<file path="src/rtl/sc_game_status_tracker_if.sv">
`default_nettype none
// ============================================================================
// Module   : sc_game_status_tracker_if
// Purpose  : Strobe/flag bundle between the game state machine (master) and
//            the game status tracker datapath (slave).
// Signals  : CLEAR_InLow, ClearLost_InLow, LifesSignal_InBUS[1:0],
//            TransitionCounter1_InLow, TRANSITIONTIME_InLow  (FSM -> tracker)
//            LifesZero_OutLow, WIN_OutLow, TransitionDone_OutLow,
//            Lives_OutBUS[LIFE_W], Level_OutBUS[LEVEL_W]      (tracker -> FSM)
// Revision : 1.0 - initial release
// ============================================================================
interface sc_game_status_tracker_if #(
    parameter int LIFE_W  = 3,
    parameter int LEVEL_W = 3
);
    logic               SC_GAMESTATUS_CLEAR_InLow;
    logic               SC_GAMESTATUS_ClearLost_InLow;
    logic [1:0]         SC_GAMESTATUS_LifesSignal_InBUS;
    logic               SC_GAMESTATUS_TransitionCounter1_InLow;
    logic               SC_GAMESTATUS_TRANSITIONTIME_InLow;
    logic               SC_GAMESTATUS_LifesZero_OutLow;
    logic               SC_GAMESTATUS_WIN_OutLow;
    logic               SC_GAMESTATUS_TransitionDone_OutLow;
    logic [LIFE_W-1:0]  SC_GAMESTATUS_Lives_OutBUS;
    logic [LEVEL_W-1:0] SC_GAMESTATUS_Level_OutBUS;

    // FSM side
    modport master (
        output SC_GAMESTATUS_CLEAR_InLow,
        output SC_GAMESTATUS_ClearLost_InLow,
        output SC_GAMESTATUS_LifesSignal_InBUS,
        output SC_GAMESTATUS_TransitionCounter1_InLow,
        output SC_GAMESTATUS_TRANSITIONTIME_InLow,
        input  SC_GAMESTATUS_LifesZero_OutLow,
        input  SC_GAMESTATUS_WIN_OutLow,
        input  SC_GAMESTATUS_TransitionDone_OutLow,
        input  SC_GAMESTATUS_Lives_OutBUS,
        input  SC_GAMESTATUS_Level_OutBUS
    );

    // Tracker side
    modport slave (
        input  SC_GAMESTATUS_CLEAR_InLow,
        input  SC_GAMESTATUS_ClearLost_InLow,
        input  SC_GAMESTATUS_LifesSignal_InBUS,
        input  SC_GAMESTATUS_TransitionCounter1_InLow,
        input  SC_GAMESTATUS_TRANSITIONTIME_InLow,
        output SC_GAMESTATUS_LifesZero_OutLow,
        output SC_GAMESTATUS_WIN_OutLow,
        output SC_GAMESTATUS_TransitionDone_OutLow,
        output SC_GAMESTATUS_Lives_OutBUS,
        output SC_GAMESTATUS_Level_OutBUS
    );
endinterface
`default_nettype wire

</file>
<file path="src/rtl/sc_game_status_tracker.sv">
`default_nettype none
// ============================================================================
// Module   : sc_game_status_tracker
// Purpose  : Datapath partner of the game state machine. Holds lives, level
//            and the inter-level transition timer, and returns the
//            lives-zero / win / transition-done flags the FSM branches on.
// Ports    : SC_GAMESTATUS_CLOCK_50     - clock, rising edge
//            SC_GAMESTATUS_RESET_InHigh - synchronous active-high reset
//            bus (slave modport)        - FSM strobes in, flags/counts out
// Options  : SC_GAMESTATUS_BONUSLIFE_EN - when defined, every level
//            increment landing on a nonzero multiple of BONUS_LEVEL grants
//            one extra life (saturating). Undefined: no bonus logic.
// Revision : 1.0 - initial release
// ============================================================================
module sc_game_status_tracker #(
    parameter int LIFE_W            = 3,
    parameter int INIT_LIVES        = 3,
    parameter int MAX_LIVES         = 7,
    parameter int LEVEL_W           = 3,
    parameter int NUM_LEVELS        = 4,
    parameter int TRANS_W           = 26,
    parameter int TRANSITION_CYCLES = 50_000_000,
    parameter int BONUS_LEVEL       = 2
) (
    input  wire logic                  SC_GAMESTATUS_CLOCK_50,
    input  wire logic                  SC_GAMESTATUS_RESET_InHigh,
    sc_game_status_tracker_if.slave    bus
);

    localparam logic [LIFE_W-1:0]  c_init_lives = LIFE_W'(INIT_LIVES);
    localparam logic [LIFE_W-1:0]  c_max_lives  = LIFE_W'(MAX_LIVES);
    localparam logic [LEVEL_W-1:0] c_level_win  = LEVEL_W'(NUM_LEVELS);
    localparam logic [LEVEL_W-1:0] c_level_sat  = LEVEL_W'(NUM_LEVELS + 1);
    localparam logic [TRANS_W-1:0] c_timer_last = TRANS_W'(TRANSITION_CYCLES - 1);

    // Elaboration-time guard against parameter sets the counters cannot honour.
    generate
        if (MAX_LIVES > (2**LIFE_W - 1) || INIT_LIVES > MAX_LIVES ||
            TRANSITION_CYCLES < 2 || BONUS_LEVEL < 1 ||
            (NUM_LEVELS + 1) > (2**LEVEL_W - 1)) begin : g_bad_params
            $error("sc_game_status_tracker: illegal parameter combination");
        end
    endgenerate

    logic [LIFE_W-1:0]  r_lives;
    logic [LEVEL_W-1:0] r_level;
    logic [TRANS_W-1:0] r_timer;

    logic               w_clear;
    logic               w_inc;
    logic               w_dec;
    logic               w_level_step;
    logic [LEVEL_W-1:0] w_level_next;
    logic               w_bonus;
    logic [1:0]         w_up;
    logic [1:0]         w_net_up;
    logic [LIFE_W+1:0]  w_lives_sum;
    logic [LIFE_W-1:0]  w_lives_next;

    assign w_clear = ~bus.SC_GAMESTATUS_CLEAR_InLow | ~bus.SC_GAMESTATUS_ClearLost_InLow;
    assign w_inc   = (bus.SC_GAMESTATUS_LifesSignal_InBUS == 2'b01);
    assign w_dec   = (bus.SC_GAMESTATUS_LifesSignal_InBUS == 2'b10);

    // Level advances once per low strobe cycle until it reaches the win value.
    assign w_level_step = ~bus.SC_GAMESTATUS_TransitionCounter1_InLow && (r_level != c_level_sat);
    assign w_level_next = w_level_step ? (r_level + LEVEL_W'(1)) : r_level;

`ifdef SC_GAMESTATUS_BONUSLIFE_EN
    // Level after a step is always nonzero, so only the multiple test remains.
    assign w_bonus = w_level_step && ((int'(w_level_next) % BONUS_LEVEL) == 0);
`else
    assign w_bonus = 1'b0;
`endif

    // Bonus and the player's own inc/dec are merged into one net delta so a
    // simultaneous bonus and decrement cancel exactly, and +2 saturates once.
    assign w_up        = {1'b0, w_inc} + {1'b0, w_bonus};
    assign w_net_up    = w_up - {1'b0, w_dec};
    assign w_lives_sum = {2'b00, r_lives} + {{LIFE_W{1'b0}}, w_net_up};

    always_comb begin
        w_lives_next = r_lives;
        if (w_dec && (w_up == 2'd0)) begin
            if (r_lives != '0) begin
                w_lives_next = r_lives - LIFE_W'(1);
            end
        end else if (w_up > {1'b0, w_dec}) begin
            if (w_lives_sum > {2'b00, c_max_lives}) begin
                w_lives_next = c_max_lives;
            end else begin
                w_lives_next = w_lives_sum[LIFE_W-1:0];
            end
        end
    end

    always_ff @(posedge SC_GAMESTATUS_CLOCK_50) begin
        if (SC_GAMESTATUS_RESET_InHigh) begin
            r_lives <= c_init_lives;
            r_level <= '0;
            r_timer <= '0;
        end else begin
            if (w_clear) begin
                r_lives <= c_init_lives;
                r_level <= '0;
            end else begin
                r_lives <= w_lives_next;
                r_level <= w_level_next;
            end

            // Timer holds at its last value while run stays requested so the
            // done flag remains asserted until the FSM releases it.
            if (bus.SC_GAMESTATUS_TRANSITIONTIME_InLow || ~bus.SC_GAMESTATUS_CLEAR_InLow) begin
                r_timer <= '0;
            end else if (r_timer != c_timer_last) begin
                r_timer <= r_timer + TRANS_W'(1);
            end
        end
    end

    assign bus.SC_GAMESTATUS_LifesZero_OutLow      = ~(r_lives == '0);
    assign bus.SC_GAMESTATUS_WIN_OutLow            = ~(r_level > c_level_win);
    assign bus.SC_GAMESTATUS_TransitionDone_OutLow = ~(r_timer == c_timer_last);
    assign bus.SC_GAMESTATUS_Lives_OutBUS          = r_lives;
    assign bus.SC_GAMESTATUS_Level_OutBUS          = r_level;

endmodule
`default_nettype wire

</file>
<file path="src/flat_wrapper.sv">
// flat-port wrapper written by rule: the top's interface ports become plain ports
module sc_game_status_tracker_flat 
#(
    parameter int LIFE_W            = 3,
    parameter int INIT_LIVES        = 3,
    parameter int MAX_LIVES         = 7,
    parameter int LEVEL_W           = 3,
    parameter int NUM_LEVELS        = 4,
    parameter int TRANS_W           = 26,
    parameter int TRANSITION_CYCLES = 50_000_000,
    parameter int BONUS_LEVEL       = 2
)
  (SC_GAMESTATUS_CLOCK_50, SC_GAMESTATUS_RESET_InHigh, bus_SC_GAMESTATUS_CLEAR_InLow, bus_SC_GAMESTATUS_ClearLost_InLow, bus_SC_GAMESTATUS_LifesSignal_InBUS, bus_SC_GAMESTATUS_TransitionCounter1_InLow, bus_SC_GAMESTATUS_TRANSITIONTIME_InLow, bus_SC_GAMESTATUS_LifesZero_OutLow, bus_SC_GAMESTATUS_WIN_OutLow, bus_SC_GAMESTATUS_TransitionDone_OutLow, bus_SC_GAMESTATUS_Lives_OutBUS, bus_SC_GAMESTATUS_Level_OutBUS);
  sc_game_status_tracker_if #(.LIFE_W(LIFE_W), .LEVEL_W(LEVEL_W)) bus_i ();
  input  wire logic SC_GAMESTATUS_CLOCK_50;
  input  wire logic SC_GAMESTATUS_RESET_InHigh;
  input wire logic [$bits(bus_i.SC_GAMESTATUS_CLEAR_InLow)-1:0] bus_SC_GAMESTATUS_CLEAR_InLow;
  input wire logic [$bits(bus_i.SC_GAMESTATUS_ClearLost_InLow)-1:0] bus_SC_GAMESTATUS_ClearLost_InLow;
  input wire logic [$bits(bus_i.SC_GAMESTATUS_LifesSignal_InBUS)-1:0] bus_SC_GAMESTATUS_LifesSignal_InBUS;
  input wire logic [$bits(bus_i.SC_GAMESTATUS_TransitionCounter1_InLow)-1:0] bus_SC_GAMESTATUS_TransitionCounter1_InLow;
  input wire logic [$bits(bus_i.SC_GAMESTATUS_TRANSITIONTIME_InLow)-1:0] bus_SC_GAMESTATUS_TRANSITIONTIME_InLow;
  output wire logic [$bits(bus_i.SC_GAMESTATUS_LifesZero_OutLow)-1:0] bus_SC_GAMESTATUS_LifesZero_OutLow;
  output wire logic [$bits(bus_i.SC_GAMESTATUS_WIN_OutLow)-1:0] bus_SC_GAMESTATUS_WIN_OutLow;
  output wire logic [$bits(bus_i.SC_GAMESTATUS_TransitionDone_OutLow)-1:0] bus_SC_GAMESTATUS_TransitionDone_OutLow;
  output wire logic [$bits(bus_i.SC_GAMESTATUS_Lives_OutBUS)-1:0] bus_SC_GAMESTATUS_Lives_OutBUS;
  output wire logic [$bits(bus_i.SC_GAMESTATUS_Level_OutBUS)-1:0] bus_SC_GAMESTATUS_Level_OutBUS;
  assign bus_i.SC_GAMESTATUS_CLEAR_InLow = bus_SC_GAMESTATUS_CLEAR_InLow;
  assign bus_i.SC_GAMESTATUS_ClearLost_InLow = bus_SC_GAMESTATUS_ClearLost_InLow;
  assign bus_i.SC_GAMESTATUS_LifesSignal_InBUS = bus_SC_GAMESTATUS_LifesSignal_InBUS;
  assign bus_i.SC_GAMESTATUS_TransitionCounter1_InLow = bus_SC_GAMESTATUS_TransitionCounter1_InLow;
  assign bus_i.SC_GAMESTATUS_TRANSITIONTIME_InLow = bus_SC_GAMESTATUS_TRANSITIONTIME_InLow;
  assign bus_SC_GAMESTATUS_LifesZero_OutLow = bus_i.SC_GAMESTATUS_LifesZero_OutLow;
  assign bus_SC_GAMESTATUS_WIN_OutLow = bus_i.SC_GAMESTATUS_WIN_OutLow;
  assign bus_SC_GAMESTATUS_TransitionDone_OutLow = bus_i.SC_GAMESTATUS_TransitionDone_OutLow;
  assign bus_SC_GAMESTATUS_Lives_OutBUS = bus_i.SC_GAMESTATUS_Lives_OutBUS;
  assign bus_SC_GAMESTATUS_Level_OutBUS = bus_i.SC_GAMESTATUS_Level_OutBUS;
  sc_game_status_tracker #(.LIFE_W(LIFE_W), .INIT_LIVES(INIT_LIVES), .MAX_LIVES(MAX_LIVES), .LEVEL_W(LEVEL_W), .NUM_LEVELS(NUM_LEVELS), .TRANS_W(TRANS_W), .TRANSITION_CYCLES(TRANSITION_CYCLES), .BONUS_LEVEL(BONUS_LEVEL)) u_core (.SC_GAMESTATUS_CLOCK_50(SC_GAMESTATUS_CLOCK_50), .SC_GAMESTATUS_RESET_InHigh(SC_GAMESTATUS_RESET_InHigh), .bus(bus_i));
endmodule
</file>
<file path="config.mk">
export PLATFORM = sky130hd
export DESIGN_NAME = sc_game_status_tracker_flat
export DESIGN_NICKNAME = d
export VERILOG_FILES = /design/src/rtl/sc_game_status_tracker_if.sv /design/src/rtl/sc_game_status_tracker.sv /design/src/flat_wrapper.sv
export SDC_FILE = /design/constraint.sdc
export NUM_CORES = 1
export LEC_CHECK = 0
export BUFFER_PORTS_ARGS = -buffer_cell sky130_fd_sc_hd__buf_2
export CAP_MARGIN = 20
export CORE_MARGIN = 3
export CORE_UTILIZATION = 53
export CTS_CLUSTER_DIAMETER = 60
export DETAILED_ROUTE_END_ITERATION = 8
export GPL_TIMING_DRIVEN = 0
export PLACE_DENSITY = 0.8
export SLEW_MARGIN = 40
export SYNTH_ARGS = -nofsm -noshare
export SYNTH_HDL_FRONTEND = slang
export SYNTH_SLANG_ARGS = --single-unit
</file>
<file path="constraint.sdc">
create_clock -name SC_GAMESTATUS_CLOCK_50 -period 1.8 [get_ports SC_GAMESTATUS_CLOCK_50]
set_input_delay 0.18 -clock SC_GAMESTATUS_CLOCK_50 [delete_from_list [all_inputs] [get_ports SC_GAMESTATUS_CLOCK_50]]
set_output_delay 0.18 -clock SC_GAMESTATUS_CLOCK_50 [all_outputs]
set_load 0.02 [all_outputs]
</file>
* Word level (Yosys, flattened, before mapping)
Cells that the tools add are included.
** Storage, ports and cells
- Bits of input ports :: 8
- Register bits after elaboration :: 32
** Cells by class
- Multiplexer cells :: 4
- Bitwise gates (word level) :: 7
- Eq/ne operators :: 6
- Add/sub/neg operators :: 5
- Reduce and logical (&&, ||, !) cells :: 10
- Magnitude comparators :: 3
** Operators with widths (count)
- adder 26 x 1 -> 26 bit, second input constant :: 1
- == test 26 bit, second input constant :: 1
- inequality test 26 bit, second input constant :: 1
- 2-to-1 mux 3 bit :: 4
- NOT 1 bit :: 6
- greater-than comparator 5 x 3 -> 1 bit, second input constant :: 1
- adder 3 x 2 -> 4 bit :: 1
- OR reduction 2 bit :: 2
- adder 3 x 1 -> 3 bit, second input constant :: 1
- greater-than comparator 3 bit, second input constant :: 1
- logical NOT 3 bit :: 1
- inequality test 3 bit, second input constant :: 1
- nonzero test 3 bit :: 1
- subtractor 3 x 1 -> 3 bit, second input constant :: 1
- == test 2 x 1 -> 1 bit, second input constant :: 1
- == test 2 bit, second input constant :: 1
- logical AND 1 bit :: 2
- logical NOT 2 bit :: 1
- inequality test 2 bit, second input constant :: 1
- AND reduction 2 bit :: 1
- nonzero test 2 bit :: 1
- subtractor 1 x 1 -> 2 bit :: 1
- greater-than comparator 1 bit :: 1
- logical OR 1 bit :: 1
- OR 1 bit :: 1

* Longest topological paths before layout
- Depth after elaboration :: 7
- Mapped depth :: 10
- Gate-level depth less buffers :: 10

* Least setup slack after synthesis
OpenSTA, ideal clock, no wires.
- Kind :: register -> register
- Start point :: register u_core.r_lives[0] (netlist: u_core.bus.SC_GAMESTATUS_Lives_OutBUS[0])
- End point :: register u_core.r_lives[1] (netlist: u_core.bus.SC_GAMESTATUS_Lives_OutBUS[1])
- Clock period less this slack :: 1.803 ns
- Data arrival time :: 1.684 ns
- Required time :: 1.680 ns
- Slack :: -0.003 ns
- Library setup time :: 0.120 ns
- Cell stages (with the launch flop) :: 8
- Cell sequence :: dfxtp_1 ha_1 inv_1 fa_1 nand2b_1 a21oi_1 a211oi_1 a211o_1
** On the way
- Cells in the longest elaborated chain, start to end :: 5
** Ends and longest elaborated chain
- start, declared :: RTL line sc_game_status_tracker.sv:45 : logic [LIFE_W-1:0] r_lives;
- start signal, assigned :: RTL line sc_game_status_tracker.sv:98 : r_lives <= c_init_lives;
- start signal, assigned :: RTL line sc_game_status_tracker.sv:103 : r_lives <= c_init_lives;
- start signal, assigned :: RTL line sc_game_status_tracker.sv:106 : r_lives <= w_lives_next;
- adder 3 x 2 -> 4 bit :: RTL line sc_game_status_tracker.sv:79 : assign w_lives_sum = {2'b00, r_lives} + {{LIFE_W{1'b0}}, w_net_up};
- greater-than comparator 5 x 3 -> 1 bit :: RTL line sc_game_status_tracker.sv:88 : if (w_lives_sum > {2'b00, c_max_lives}) begin
- 2-to-1 mux 3 bit :: RTL line sc_game_status_tracker.sv:88
- 2-to-1 mux 3 bit :: RTL line sc_game_status_tracker.sv:87 : end else if (w_up > {1'b0, w_dec}) begin
- 2-to-1 mux 3 bit :: RTL line sc_game_status_tracker.sv:83 : if (w_dec && (w_up == 2'd0)) begin
Several ways; a longest one is shown, not always the timed one. The select of a mux whose other input is x is not followed.
A chain may end at the register's enable or synchronous reset.

* Worst setup path in the final report
- Start point :: register u_core.r_timer[1]
- End point :: output port bus_SC_GAMESTATUS_TransitionDone_OutLow
** On the way
- Cells in the longest elaborated chain, start to end :: 2
** Ends and longest elaborated chain
- start, declared :: RTL line sc_game_status_tracker.sv:47 : logic [TRANS_W-1:0] r_timer;
- start signal, assigned :: RTL line sc_game_status_tracker.sv:115 : r_timer <= r_timer + TRANS_W'(1);
- == test 26 bit :: RTL line sc_game_status_tracker.sv:122 : assign bus.SC_GAMESTATUS_TransitionDone_OutLow = ~(r_timer == c_timer_last);
- NOT 1 bit :: RTL line sc_game_status_tracker.sv:122
- end, declared :: RTL line flat_wrapper.sv:24 : output wire logic [$bits(bus_i.SC_GAMESTATUS_TransitionDone_OutLow)-1:0] bus_SC_GAMESTATUS_TransitionDone_OutL ...
Every way passes these cells.

==> results.toml <==
[outcome]
status = "finished with violations"
violations = "negative setup slack"

[logic_synthesis]
yosysUniqueCellTypes = 47
syn_avg_cell_area_um2 = 8.23
synth.top_cell.area_share_pct = 35.1
ys_seq_elements = 32
syn_inst = 222
syn_area_mm2 = 0.00183
synth_nets = 241
synth_warnings = 0
ys_top_cells_by_area = "dfxtp_1 35%, ha_1 6.8%, nand2_1 4.7%, a21oi_1 4.4%, nor2_1 3.3%"
synth.largest_area_cell = "dfxtp_1"
ys_seq_area_share_pct = 35.1

[cts]
clkTransAtPathRegs_ns = 0.10
cts_root_buf = "clkbuf_4"
tritoncts = "built"
cts_buffer_depth = 2
holdBufCountCts = 0
cts.htree.levels = 2
clock_latency_ns = 0.33
cts_buffers = 5
numClockSinks = 32

[placed_design]
place_congestion = 0.852
dp_hpwl_um = 2850
place_ws_ns = -0.202
dpl_cell_area_mm2 = 0.00197
io_buffers = 16

[die]
die_area_mm2 = 0.00419
die_x_um = 64.7
io_pins = 17
core-area_mm2 = 0.00318
start_util_pct = 57.5
placementRows = 20
die_h_um = 64.7

[power]
peakVddDrop_v = 0.000414
comb_power_share_pct = 7.2
p_seq_share_pct = 57.5
swShare_pct = 24.3
internal-power_uw = 930
power_uw = 1230
powerDensity_mw_per_mm2 = 550
clockPowerShare_pct = 35.3
p_leak_uw = 0.000863
power.switching_uw = 298

[sta]
setup_viol = 1
clock_skew_ns = 0.00741
finalCriticalPeriod_ns = 1.81
final_hold_viol_count = 0
setup_slack_ns = -0.00987
finalMaxSlewViolations = 0
worst_hold_slack_ns = 0.199
fmax_ghz = 0.553
rsz0062_at_grt = "true"
slew_headroom_pct = 50.0
worstMarginPinSlew_ns = 0.748
fin_crit_sh_pct = 101

[route]
drtIter0Drc = 80
viasPerCell = 6.00
wl_per_cell_um = 14.5
drt-pass1-iter-count = 4
vias = 1799
drc = 0
routed_wirelength_um = 4360
antenna_left = 0

[run]
maxCapViolCount = 0

[global_route]
grt_pass1_vias = 1613
grt.total_usage_pct = 21.3
grt_overflow = 0
grt_max_degree = 11
grt_pass1_wl_um = 7040
antenna_found_initial = 0

[worst_setup_path]
cp_max_fo = 4
ff2ff_setup_slack_ns = 0.02
reg2reg_depth = 6
critical_path.top_delay_family = "simple AND/OR/NAND/NOR gates"
critical_path.startpoint = "u_core.r_timer[1]"
crit_required_ns = 1.62
path_buf_inv = 2
critPathKind = "reg -> out"
r2r_end = "u_core.r_timer[15]"
critPathLaunchType = "register"
worstReg2RegStart = "u_core.r_timer[0]"
crit_chain = "ha_4, nand3_4, nor4_4, buf_4, nand2_4, buf_6"
critPathMaxStageDelay_ns = 0.37
worstPathArrival_ns = 1.63
critPathCaptureType = "output port"
slowest_stage = "dfxtp_4"

[finish]
layout-drive-gt1-share_pct = 27.3
antenna_cells = 0
area_growth_pct = 22.3
final_common_cell = "nand2_1"
finalNetCount = 274
final_cell_mix = "22 x nand2_1, 16 x buf_2, 16 x nor2_1"
stdcell_area_mm2 = 0.00223

[min_path]
hp-class = "in -> reg"
hold_depth = 3
holdCritStartpoint = "bus_SC_GAMESTATUS_TransitionCounter1_InLow"
hold-path-endpoint = "u_core.bus.SC_GAMESTATUS_Level_OutBUS[2]"
worst max path at each step:
stage	endpoint	slack (ns)	depth (start not counted)
after CTS	bus_SC_GAMESTATUS_TransitionDone_OutLow	0.002	6
final	bus_SC_GAMESTATUS_TransitionDone_OutLow	-0.01	6
after global placement	bus_SC_GAMESTATUS_TransitionDone_OutLow	-0.20	6
after floorplan	u_core.r_timer[18]	0.006	6
after detailed placement	bus_SC_GAMESTATUS_TransitionDone_OutLow	-0.20	6
after global routing	bus_SC_GAMESTATUS_TransitionDone_OutLow	-0.09	6
cell families after synthesis:
| kind of cell | Yosys count | synth area share (%) |
|---|---|---|
| xor+xnor | 7 | 3.36 |
| flops | 32 | 35.1 |
| compound gates | 55 | 20.4 |
| simple gates | 95 | 28.5 |
| fa+ha+maj | 11 | 7.95 |
| buf+inv | 22 | 4.73 |
cells in the mapped netlist, drive strengths merged:
master  number
a211o        1
a41o         2
a21boi       2
fa           1
o22ai        1
dfxtp       32
or3          4
clkbuf       5
and3         4
a2111o       3
o31a         2
o31ai        4
ha          10
nand3       10
a211oi       3
nor2        16
or4          6
o21a         1
a21o         1
nand3b       1
nand4        5
o311ai       1
xor2         2
a31oi        3
nor2b        1
nor3b        1
a31o         1
nor3         7
buf          3
or2          1
and4         3
nor4bb       1
o211a        1
a221oi       1
a21oi       16
nor4         7
xnor2        5
or3b         1
nand2b       4
o211ai       2
nand2       23
o21ai        9
o41ai        1
inv         14
flip-flops by register name, indices dropped and copies added (netlist names):
| register | count |
|---|---|
| u_core.r_timer | 26 |
| u_core.bus.SC_GAMESTATUS_Level_OutBUS | 3 |
| u_core.bus.SC_GAMESTATUS_Lives_OutBUS | 3 |
layout make-up:
class | count | area, µm²
fillers | 267 | 945
clock buffers | 8 | 58.8
plain buffers | 7 | 38.8
multi-input cells | 168 | 1180
flip-flops and latches | 32 | 682
well taps | 44 | 55.1
inverters | 14 | 52.6
repair buffers | 27 | 169
tightest hold or removal path, cell delays in order:
cell	delay [ns]
buf_2	0.10
nor4bb_1	0.05
nor3_1	0.15
layer usage:
layer	GRT usage (%)	wire (µm)	part of all wire [%]
met3	4.68	264	6.1
met5	0	0	0
met2	33.8	2070	47
met4	9.50	51	1.2
met1	27.6	1980	45
power by group through the flow:
stage          sequential [µW]  combinational (µW)  clock (µW)
6_report                   706                88.2         434
3_5_place_dp               732                82.3           0
4_1_cts                    713                85.3         437
2_1_floorplan              734                53.1           0
3_3_place_gp               732                80.2           0
5_1_grt                    707                 102         465
what timing repair did:
action	CTS	global route
hold endpoints to repair	0	0
buffers inserted	8	3
resized for setup	21	26
setup endpoints to repair	16	15
pin swaps	4	1
through the flow:
| stage | setup TNS [ns] | util (%) | cells |
|---|---|---|---|
| floorplan | 0 | - | 222 |
| global placement | -1.07 | 61.9 | 282 |
| detailed placement | -1.41 | 61.9 | 282 |
| CTS | 0 | 67.8 | 297 |
| global route | -0.207 | 70.3 | 300 |
| finish | -0.00987 | 70.3 | 300 |
(Power assumes the default switching activity.)
